$ cat src/rtl/iob_asym_mem_streamer_pkg.sv
// Shared definitions for the asymmetric-width memory streamer: FSM encoding
// and lane-ratio helpers used to size the lane index.
package iob_asym_mem_streamer_pkg;

    typedef enum logic [2:0] {
        ST_IDLE    = 3'd0,
        ST_READ    = 3'd1,
        ST_CAPTURE = 3'd2,
        ST_SERIAL  = 3'd3,
        ST_DONE    = 3'd4
    } state_t;

    localparam int DEF_MEM_DATA_W = 32;
    localparam int DEF_OUT_DATA_W = 8;

    // Number of narrow lanes packed in one memory word.
    function automatic int lane_ratio(input int mem_w, input int out_w);
        return mem_w / out_w;
    endfunction

    function automatic int lane_idx_w(input int ratio);
        return (ratio > 1) ? $clog2(ratio) : 1;
    endfunction

endpackage

$ cat src/rtl/iob_asym_mem_streamer_reg_re.sv
// Register primitive with clock enable, synchronous reset and load enable;
// reset is honoured only on enabled clock cycles.
import iob_asym_mem_streamer_pkg::*;

module iob_reg_re #(
    parameter int                DATA_W  = 1,
    parameter logic [DATA_W-1:0] RST_VAL = '0
) (
    input  logic              clk_i,
    input  logic              cke_i,
    input  logic              rst_i,
    input  logic              en_i,
    input  logic [DATA_W-1:0] data_i,
    output logic [DATA_W-1:0] data_o
);

    // Storage update: reset has priority over load.
    always_ff @(posedge clk_i) begin
        if (cke_i) begin
            if (rst_i) begin
                data_o <= RST_VAL;
            end else if (en_i) begin
                data_o <= data_i;
            end
        end
    end

endmodule

$ cat src/rtl/iob_asym_mem_streamer.sv
// Reads wide words from a one-cycle-latency memory port and emits them as a
// narrow valid/ready stream, lane by lane, with a last-beat marker.
import iob_asym_mem_streamer_pkg::*;

module iob_asym_mem_streamer #(
    parameter int MEM_DATA_W = DEF_MEM_DATA_W,
    parameter int OUT_DATA_W = DEF_OUT_DATA_W,
    parameter int ADDR_W     = 10,
    parameter int LEN_W      = 16,
    parameter int BIG_ENDIAN = 0
) (
    input  logic                  clk_i,
    input  logic                  cke_i,
    input  logic                  rst_i,
    input  logic                  start_i,
    input  logic [ADDR_W-1:0]     base_addr_i,
    input  logic [LEN_W-1:0]      len_i,
    output logic                  busy_o,
    output logic                  done_o,
    output logic                  ext_mem_r_en_o,
    output logic [ADDR_W-1:0]     ext_mem_r_addr_o,
    input  logic [MEM_DATA_W-1:0] ext_mem_r_data_i,
    output logic                  m_valid_o,
    output logic [OUT_DATA_W-1:0] m_data_o,
    output logic                  m_last_o,
    input  logic                  m_ready_i
);

    localparam int R   = lane_ratio(MEM_DATA_W, OUT_DATA_W);
    localparam int R_W = lane_idx_w(R);

    localparam logic [R_W-1:0]    LANE_ZERO = R_W'(0);
    localparam logic [R_W-1:0]    LANE_ONE  = R_W'(1);
    localparam logic [R_W-1:0]    LANE_LAST = R_W'(R - 1);
    localparam logic [LEN_W-1:0]  LEN_ZERO  = LEN_W'(0);
    localparam logic [LEN_W-1:0]  LEN_ONE   = LEN_W'(1);
    localparam logic [ADDR_W-1:0] ADDR_ONE  = ADDR_W'(1);

    state_t state_r;
    state_t state_s;

    logic [MEM_DATA_W-1:0] word_r;
    logic                  word_en_s;
    logic [ADDR_W-1:0]     addr_r;
    logic [ADDR_W-1:0]     addr_nxt_s;
    logic                  addr_en_s;
    logic [LEN_W-1:0]      rem_r;
    logic [LEN_W-1:0]      rem_nxt_s;
    logic                  rem_en_s;
    logic [LEN_W-1:0]      rem_d_s;
    logic [R_W-1:0]        lane_r;
    logic [R_W-1:0]        lane_nxt_s;
    logic                  lane_en_s;
    logic [R_W-1:0]        lane_sel_s;
    logic                  hs_s;

    iob_reg_re #(.DATA_W(MEM_DATA_W)) u_word_reg (
        .clk_i (clk_i),
        .cke_i (cke_i),
        .rst_i (rst_i),
        .en_i  (word_en_s),
        .data_i(ext_mem_r_data_i),
        .data_o(word_r)
    );

    iob_reg_re #(.DATA_W(ADDR_W)) u_addr_reg (
        .clk_i (clk_i),
        .cke_i (cke_i),
        .rst_i (rst_i),
        .en_i  (addr_en_s),
        .data_i(addr_nxt_s),
        .data_o(addr_r)
    );

    iob_reg_re #(.DATA_W(LEN_W)) u_rem_reg (
        .clk_i (clk_i),
        .cke_i (cke_i),
        .rst_i (rst_i),
        .en_i  (rem_en_s),
        .data_i(rem_nxt_s),
        .data_o(rem_r)
    );

    iob_reg_re #(.DATA_W(R_W)) u_lane_reg (
        .clk_i (clk_i),
        .cke_i (cke_i),
        .rst_i (rst_i),
        .en_i  (lane_en_s),
        .data_i(lane_nxt_s),
        .data_o(lane_r)
    );

    assign hs_s = (state_r == ST_SERIAL) & m_ready_i;

    // Next-state and datapath load control.
    always_comb begin
        state_s    = state_r;
        word_en_s  = 1'b0;
        addr_en_s  = 1'b0;
        addr_nxt_s = addr_r;
        rem_en_s   = 1'b0;
        rem_nxt_s  = rem_r;
        lane_en_s  = 1'b0;
        lane_nxt_s = lane_r;
        case (state_r)
            ST_IDLE: begin
                if (start_i) begin
                    if (len_i != LEN_ZERO) begin
                        state_s    = ST_READ;
                        addr_en_s  = 1'b1;
                        addr_nxt_s = base_addr_i;
                        rem_en_s   = 1'b1;
                        rem_nxt_s  = len_i;
                    end else begin
                        state_s = ST_DONE;
                    end
                end else begin
                    state_s = ST_IDLE;
                end
            end
            ST_READ: begin
                state_s = ST_CAPTURE;
            end
            ST_CAPTURE: begin
                // Address advances here so the next READ needs no extra cycle.
                word_en_s  = 1'b1;
                lane_en_s  = 1'b1;
                lane_nxt_s = LANE_ZERO;
                addr_en_s  = 1'b1;
                addr_nxt_s = addr_r + ADDR_ONE;
                state_s    = ST_SERIAL;
            end
            ST_SERIAL: begin
                if (hs_s) begin
                    rem_en_s   = 1'b1;
                    rem_nxt_s  = rem_r - LEN_ONE;
                    lane_en_s  = 1'b1;
                    lane_nxt_s = lane_r + LANE_ONE;
                    if (rem_r == LEN_ONE) begin
                        state_s = ST_DONE;
                    end else if (lane_r == LANE_LAST) begin
                        state_s = ST_READ;
                    end else begin
                        state_s = ST_SERIAL;
                    end
                end else begin
                    state_s = ST_SERIAL;
                end
            end
            ST_DONE: begin
                state_s = ST_IDLE;
            end
            default: begin
                state_s = ST_IDLE;
            end
        endcase
    end

    assign rem_d_s = rem_en_s ? rem_nxt_s : rem_r;

    // FSM state register.
    always_ff @(posedge clk_i) begin
        if (cke_i) begin
            if (rst_i) begin
                state_r <= ST_IDLE;
            end else begin
                state_r <= state_s;
            end
        end
    end

    // Control outputs registered from the next state so they track state_r.
    always_ff @(posedge clk_i) begin
        if (cke_i) begin
            if (rst_i) begin
                busy_o         <= 1'b0;
                done_o         <= 1'b0;
                ext_mem_r_en_o <= 1'b0;
                m_valid_o      <= 1'b0;
                m_last_o       <= 1'b0;
            end else begin
                busy_o         <= (state_s != ST_IDLE);
                done_o         <= (state_s == ST_DONE);
                ext_mem_r_en_o <= (state_s == ST_READ);
                m_valid_o      <= (state_s == ST_SERIAL);
                m_last_o       <= (state_s == ST_SERIAL) && (rem_d_s == LEN_ONE);
            end
        end
    end

    assign ext_mem_r_addr_o = addr_r;

    // Lane selection; big-endian mirrors the index since R is a power of two.
    always_comb begin
        if (BIG_ENDIAN != 0) begin
            lane_sel_s = lane_r ^ LANE_LAST;
        end else begin
            lane_sel_s = lane_r;
        end
        m_data_o = word_r[lane_sel_s*OUT_DATA_W +: OUT_DATA_W];
    end

endmodule

$ cat config.mk
export PLATFORM = sky130hd
export DESIGN_NAME = iob_asym_mem_streamer
export DESIGN_NICKNAME = d
export VERILOG_FILES = /design/src/rtl/iob_asym_mem_streamer_pkg.sv /design/src/rtl/iob_asym_mem_streamer_reg_re.sv /design/src/rtl/iob_asym_mem_streamer.sv
export SDC_FILE = /design/constraint.sdc
export NUM_CORES = 1
export LEC_CHECK = 0
export CAP_MARGIN = 15
export CORE_ASPECT_RATIO = 0.6
export CORE_UTILIZATION = 35
export CTS_CLUSTER_DIAMETER = 120
export DETAILED_ROUTE_END_ITERATION = 6
export GPL_ROUTABILITY_DRIVEN = 0
export PLACE_DENSITY = 0.69
export SETUP_SLACK_MARGIN = 0.15
export SLEW_MARGIN = 0
export SYNTH_ARGS = -nofsm -noshare
export SYNTH_HDL_FRONTEND = slang
export SYNTH_SLANG_ARGS = --single-unit
$ cat constraint.sdc
create_clock -name clk_i -period 3.9 [get_ports clk_i]
set_clock_uncertainty 0.1 [all_clocks]
set_input_delay 1.17 -clock clk_i [delete_from_list [all_inputs] [get_ports clk_i]]
set_output_delay 1.17 -clock clk_i [all_outputs]
set_load 0.05 [all_outputs]
==> results.txt, run 1 <==
Pins Over Slew Limit = 0
post-synthesis compound-gate area fraction = 0.1012
status = complete, no violations
filler instances = 873
largest net degree at the start of global routing = 61
Final TNS setup = 0 ns
yosys warns = 0
Crit. End Element = flop
Rel. slew slack = 0.5898
Tcrit/Tclk final = 0.9021
Post-Syn Area per Cell = 11.93 um^2
Syn Nets = 381
Final ANT Viol Nets = 0
first-pass GRT wire length = 14930 um
Global Route Usage Sum = 0.1817
top-count cell post-synth = edfxtp_1
endpoints failing setup = 0
final hold slack = 0.6412 ns
via count = 2927
layout cells sized above 1 = 0.1456
post-synthesis cell count = 314
Synth Area in Simple Gates = 0.2270
final count of hold timing violations = 0
n_diodes = 0
Initial Utilization = 0.3701
Worst setup SP type = primary input
Slowest-stage cell, CP = clkdlybuf4s50_1
top cell type's share of synthesized area = 0.5449
crit path kind = primary input to flop
Power Density = 395.1 nW/um^2
main combinational cell family by area after synthesis = simple AND/OR/NAND/NOR gates
mux contribution to synthesized area = 0.05910
XOR/XNOR share of the synthesized area = 0.02104
CP max FO = 6
Worst-Skew Late Latency = 0.32 ns
DR pass1 iterations = 5
fin worst setup slack = 0.3818 ns
first-iteration detailed-routing DRC count = 308
R2R Setup Slk = 0.99 ns
VDD IR-drop max = 0.2460 mV
Tightest Pin Transition = 0.6153 ns
crit-path cells = clkdlybuf4s50_1 -> or3b_4 -> nor4_4 -> nand3_2 -> a211oi_2 -> a2bb2oi_2 -> nand3_1 -> nor4_2
Adder-Cell Fraction of Synth Area = 0.01336
die height = 82.15 um
Max Buffers Root-to-Sink = 2
Die W = 135.6 um
Ports = 86
biggest area consumer among synthesized cells = edfxtp_1
detailed-placement wirelength estimate = 6903 um
total wire length = 9585 um
total CTS buffers = 9
Setup Slack @ Placement = 0.1112 ns
CTS tree = done
CTS Root Cell = clkbuf_16
sequential fraction of the synthesis area = 0.5449
mapped cell area = 3747 um^2
Leakage = 1.719 nW
nets = 474
number of synthesized flops with an enable pin = 68
ys flop type = edfxtp_1
Req. time, crit path = 3.95 ns
DIE AREA = 11140 um^2
global route total overflow = 0
final instance area = 5076 um^2
clk slew on worst S/H paths = 0.05 ns
port bufs = 85
minimum clock period = 3.518 ns
setup repair after global routing missed its margin = no
synth top area cells = edfxtp_1, nor2b_1, mux4_2
Netlist cell types = 65
drt drc = 0
fmax = 284.2 MHz
register bit total from synthesis = 68
maxcap violations = 0
core area = 10120 um^2
antenna violations before repair = 0
Worst Hold Class = flop to flop
vias per cell = 5.351
vias in the first global route = 2811
WL/cell = 17.52 um
Sink Count = 68
Critical Path AT = 3.57 ns
area grow syn2layout = 35.46%
H-tree depth = 3
Async S/R FF share, synth = 0
slowest stage delay, CP = 0.57 ns
top post-synthesis cells by count = edfxtp_1, nor2_1, nor2b_1
placed cell area = 4772 um^2
std cell rows = 28
path summary, 6_finish.rpt:
kind / from / depth (start not counted) / endpoint
max: m_ready_i / 8 / m_last_o
min: u_rem_reg.data_o[1] / 2 / u_rem_reg.data_o[1]
max reg2reg: state_r[0] / 8 / m_last_o
min reg2reg: u_rem_reg.data_o[1] / 2 / u_rem_reg.data_o[1]
cells in the final DEF (no fill, tap or decap), drive strengths merged, types with 2 or more instances in the layout:
master,instances
nand2,16
o21ai,6
clkdlybuf4s50,84
nor4b,3
a21boi,4
inv,8
or2,3
edfxtp,68
xor2,4
buf,15
nand3,10
or3,4
and3,2
o21a,2
nor3,5
a21oi,5
a221oi,6
o311a,2
and2,3
mux2i,3
a31oi,3
clkinv,4
clkbuf,10
a211oi,10
o41ai,2
mux4,8
nand4,6
nor2b,33
nor2,42
nor4,12
ha,4
xnor2,5
area by class of cell:
cell class              count  area, um^2  area share
clock buffers              10       229.0     0.04511
inverters                   8       30.03    0.005916
well taps                 135       168.9     0.03328
repair buffers             99       963.4      0.1898
clock inverters             6       55.05     0.01085
flip-flops and latches     68        2042      0.4023
multi-input cells         221        1588      0.3128
logic make-up (layout without fill, tap and decap cells):
| family | Yosys count | count (layout) |
|---|---|---|
| simple gates | 148 | 148 |
| flops | 68 | 68 |
| compound gates | 48 | 48 |
| buf+inv | 25 | 123 |
| mux | 12 | 12 |
| xor+xnor | 9 | 9 |
| fa+ha+maj | 4 | 4 |
per-stage QoR:
stage / std cells / utilization / power (mW)
final: 547 / 0.5014 / 2.005
after global routing: 547 / 0.5014 / 2.081
after CTS: 546 / 0.4994 / 2.017
after detailed placement: 530 / 0.4713 / 1.237
after global placement: 530 / 0.4713 / 1.233
after floorplan: 314 / - / 1.088
registers in the layout (all words and copies together) (netlist names):
register and count:
done_o 1, busy_o 1, state_r 3, ext_mem_r_en_o 1, m_last_o 1, m_valid_o 1
u_rem_reg.data_o 16, u_word_reg.data_o 32, u_addr_reg.data_o 10, u_lane_reg.data_o 2
metal layers:
metal / routed length [um] / vias to the layer above / track usage
met4: 124 / 0 / 0.05393
met3: 837 / 13 / 0.05128
met1: 4545 / 1373 / 0.2582
met5: 0 / - / 0
li1: - / 1383 / -
met2: 4078 / 158 / 0.2684
repair_timing:
item                                    CTS  global route
hold buffers                              0             0
setup buffers                             0             1
gates resized for setup                   0             0
endpoints found under the setup margin    0             8
critical path: cells and delay by family:
kind            cells  cell delay (ns)
compound gates      2             0.50
simple gates        5             1.31
buf+inv             1             0.57
report_power, final:
part           switching [mW]  total, mW  internal (mW)
Clock                   0.289      0.777          0.488
Combinational           0.174      0.330          0.156
Sequential             0.0409      0.899          0.858
Total                   0.504       2.01           1.50
Power figures use the tool's default switching activity.
==> run 2: changes to the inputs <==
--- a/config.mk
+++ b/config.mk
@@ -13,2 +13,3 @@
 export GPL_ROUTABILITY_DRIVEN = 0
+export GPL_TIMING_DRIVEN = 0
 export PLACE_DENSITY = 0.69
==> constraint.sdc (replaced) <==
create_clock -name clk_i -period 3.9 [get_ports clk_i]
set_clock_uncertainty 0.1 [all_clocks]
set_input_delay 0.975 -clock clk_i [delete_from_list [all_inputs] [get_ports clk_i]]
set_output_delay 0.975 -clock clk_i [all_outputs]
set_load 0.05 [all_outputs]
==> run 2 against run 1 <==
Against the previous run:
- total power is 3.8% lower
- first-iteration DRC count is 8.4% higher
- die area stayed put
- register-to-register slack improved by 0.08 ns
- sequential power shrank 1%
- worst setup slack worse by 0.058 ns
- final cell count is 0.55% higher
- sequential share of layout area rose by 0.23 points
- global-route usage increased by 0.080 points
- combinational power is 2% higher
- maximum frequency shrank 1.6%
- largest cell class unchanged
- largest power group unchanged
==> results.txt, run 2 (synthesized netlist as in run 1, its figures left out) <==
Tcrit/Tclk final = 0.9169 (+0.01483)
Power Density = 382.2 nW/um^2 (-3.3%)
Req. time, crit path = 3.95 ns (about the same)
Initial Utilization = 0.3701 (unchanged)
most frequent cells in the layout = clkdlybuf4s50_1, edfxtp_1, nor2_1
Die W = 135.6 um (unchanged)
crit-path cells = clkdlybuf4s50_1 -> or3b_4 -> nor4_4 -> nor2_1 -> o21a_1 -> a221oi_1 -> nand4_1 -> nor4_2
H-tree depth = 3 (unchanged)
Slowest-stage cell, CP = clkdlybuf4s50_1
fin worst setup slack = 0.3240 ns (-0.05784 ns)
largest register by flop count = u_word_reg.data_o
CTS Root Cell = clkbuf_16
DR pass1 iterations = 6 (+1)
Leakage = 1.701 nW (-1.1%)
WL/cell = 17.46 um (-0.36%)
port bufs = 84 (-1.2%)
Tightest Pin Transition = 0.9061 ns (+0.2907 ns)
Setup Slack @ Placement = 0.07819 ns (-0.03297 ns)
metal1 wirelength = 4763 um (+4.8%)
via count = 2927 (unchanged)
detailed-placement wirelength estimate = 7167 um (+3.8%)
final count of hold timing violations = 0 (unchanged)
nets = 478 (+0.84%)
Final ANT Viol Nets = 0 (unchanged)
setup bufs post-CTS = 0 (unchanged)
met3 WL post-DR = 726 um (-13%)
Final Core Density = 0.4985 (-0.002842)
area grow syn2layout = 34.69%
minimum clock period = 3.576 ns (+0.05784 ns)
met2 WL post-DR = 4021 um (-1.4%)
std cell rows = 28 (unchanged)
Pins Over Slew Limit = 0 (unchanged)
hold endpoint = u_rem_reg.data_o[1]
antenna violations before repair = 0 (unchanged)
clk slew on worst S/H paths = 0.05 ns (about the same)
CP max FO = 9 (+3)
global route total overflow = 0 (unchanged)
Seq. cell area = 2042 um^2 (unchanged)
slowest stage delay, CP = 0.63 ns (+0.06 ns)
status = complete, no violations
Worst Hold Class = flop to flop
fmax = 279.6 MHz (-1.6%)
Final TNS setup = 0 ns (unchanged)
R2R Path Start = u_rem_reg.data_o[5]
Sink Count = 68 (unchanged)
VDD IR-drop max = 0.1855 mV (-25%)
most common cell after layout, fill and taps aside = clkdlybuf4s50_1
Worst setup SP type = primary input
post_cts resized = 0 (unchanged)
FF-to-FF End = m_last_o
endpoints failing setup = 0 (unchanged)
Hold Startpoint = u_rem_reg.data_o[1]
top sig layer = met4
Largest regs = u_word_reg.data_o: 32 flops, u_rem_reg.data_o: 16 flops, u_addr_reg.data_o: 10 flops
first-pass GRT wire length = 14980 um (+0.32%)
R2R Setup Slk = 1.07 ns (+0.08 ns)
drt drc = 0 (unchanged)
Worst Hold Path Cells = 2 (unchanged)
crit path kind = primary input to flop
Max Buffers Root-to-Sink = 2 (unchanged)
Critical Path AT = 3.62 ns (+0.05 ns)
maxcap violations = 0 (unchanged)
DIE AREA = 11140 um^2 (unchanged)
Worst-Skew Late Latency = 0.32 ns (about the same)
largest net degree at the start of global routing = 33 (-46%)
vias per cell = 5.322 (-0.55%)
total CTS buffers = 9 (unchanged)
total wire length = 9603 um (+0.19%)
CTS tree = done
Crit. End Element = flop
first-iteration detailed-routing DRC count = 334 (+8.4%)
Global Route Usage Sum = 0.1825 (+0.0007995)
filler instances = 930 (+6.5%)
Worst Reg-to-Reg Cells = 7 (-1)
CTS Hold Bufs = 0 (unchanged)
n_diodes = 0 (unchanged)
Largest register FFs = 32 (unchanged)
layout cells sized above 1 = 0.1253 (-0.02033)
vias in the first global route = 2835 (+0.85%)
Ports = 86 (unchanged)
Multi-input gate area = 1588 um^2 (unchanged)
core area = 10120 um^2 (unchanged)
Rel. slew slack = 0.3947 (-0.1951)
setup repair after global routing missed its margin = no
die height = 82.15 um (unchanged)
[run 2: changes by cell type in the layout (fill, tap and decap cells not counted), sizes merged]
cell      previous run  this run
clkinvlp             1         0
clkinv               4         3
bufinv               1         0
clkbuf              10        24
buf                 15         7
[run 2: worst max path at each step]
stage,from,end,slack (ns),depth (start not counted)
after floorplan,rst_i,u_word_reg.data_o[0],0.66,3
after detailed placement,m_ready_i,m_last_o,0.08,8
after global placement,cke_i,u_word_reg.data_o[4],-1.04,2
after CTS,u_lane_reg.data_o[0],m_data_o[3],0.16,3
final,m_ready_i,m_last_o,0.32,8
after global routing,m_ready_i,m_last_o,0.26,8
[run 2: report_power, final]
part           switching [mW]  internal, mW  total, mW
clock network           0.277         0.423      0.700
logic                   0.183         0.155      0.338
registers              0.0322         0.858      0.890
total                   0.493          1.44       1.93
[run 2: layer usage]
layer	global-route usage	up-vias
li1	-	1389
met1	0.2728	1412
met2	0.2577	116
met3	0.04701	10
met4	0.04944	0
met5	0	-
[run 2: stage by stage]
stage	total power, mW	hold slack (ns)	area (um^2)	std cells
floorplan	1.088	0.5056	3747	314
global placement	1.233	0.5487	4757	533
detailed placement	1.239	0.5812	4770	534
CTS	1.945	0.5938	5021	549
global route	2.003	0.6497	5047	550
finish	1.929	0.5955	5047	550
[run 2: cell type report]
| type | instances | area share |
|---|---|---|
| Inverter | 8 | 0.005949 |
| Clock buffer | 12 | 0.04685 |
| Clock inverter | 3 | 0.002975 |
| Tap cell | 135 | 0.03347 |
| Multi-Input combinational cell | 221 | 0.3146 |
| Timing Repair Buffer | 86 | 0.1725 |
| Buffer | 17 | 0.01909 |
| Sequential cell | 68 | 0.4046 |
[run 2: critical path: cells and delay by family]
family / cells / cell delay, ns
simple gates: 5 / 1.42
buf+inv: 1 / 0.63
compound gates: 2 / 0.59
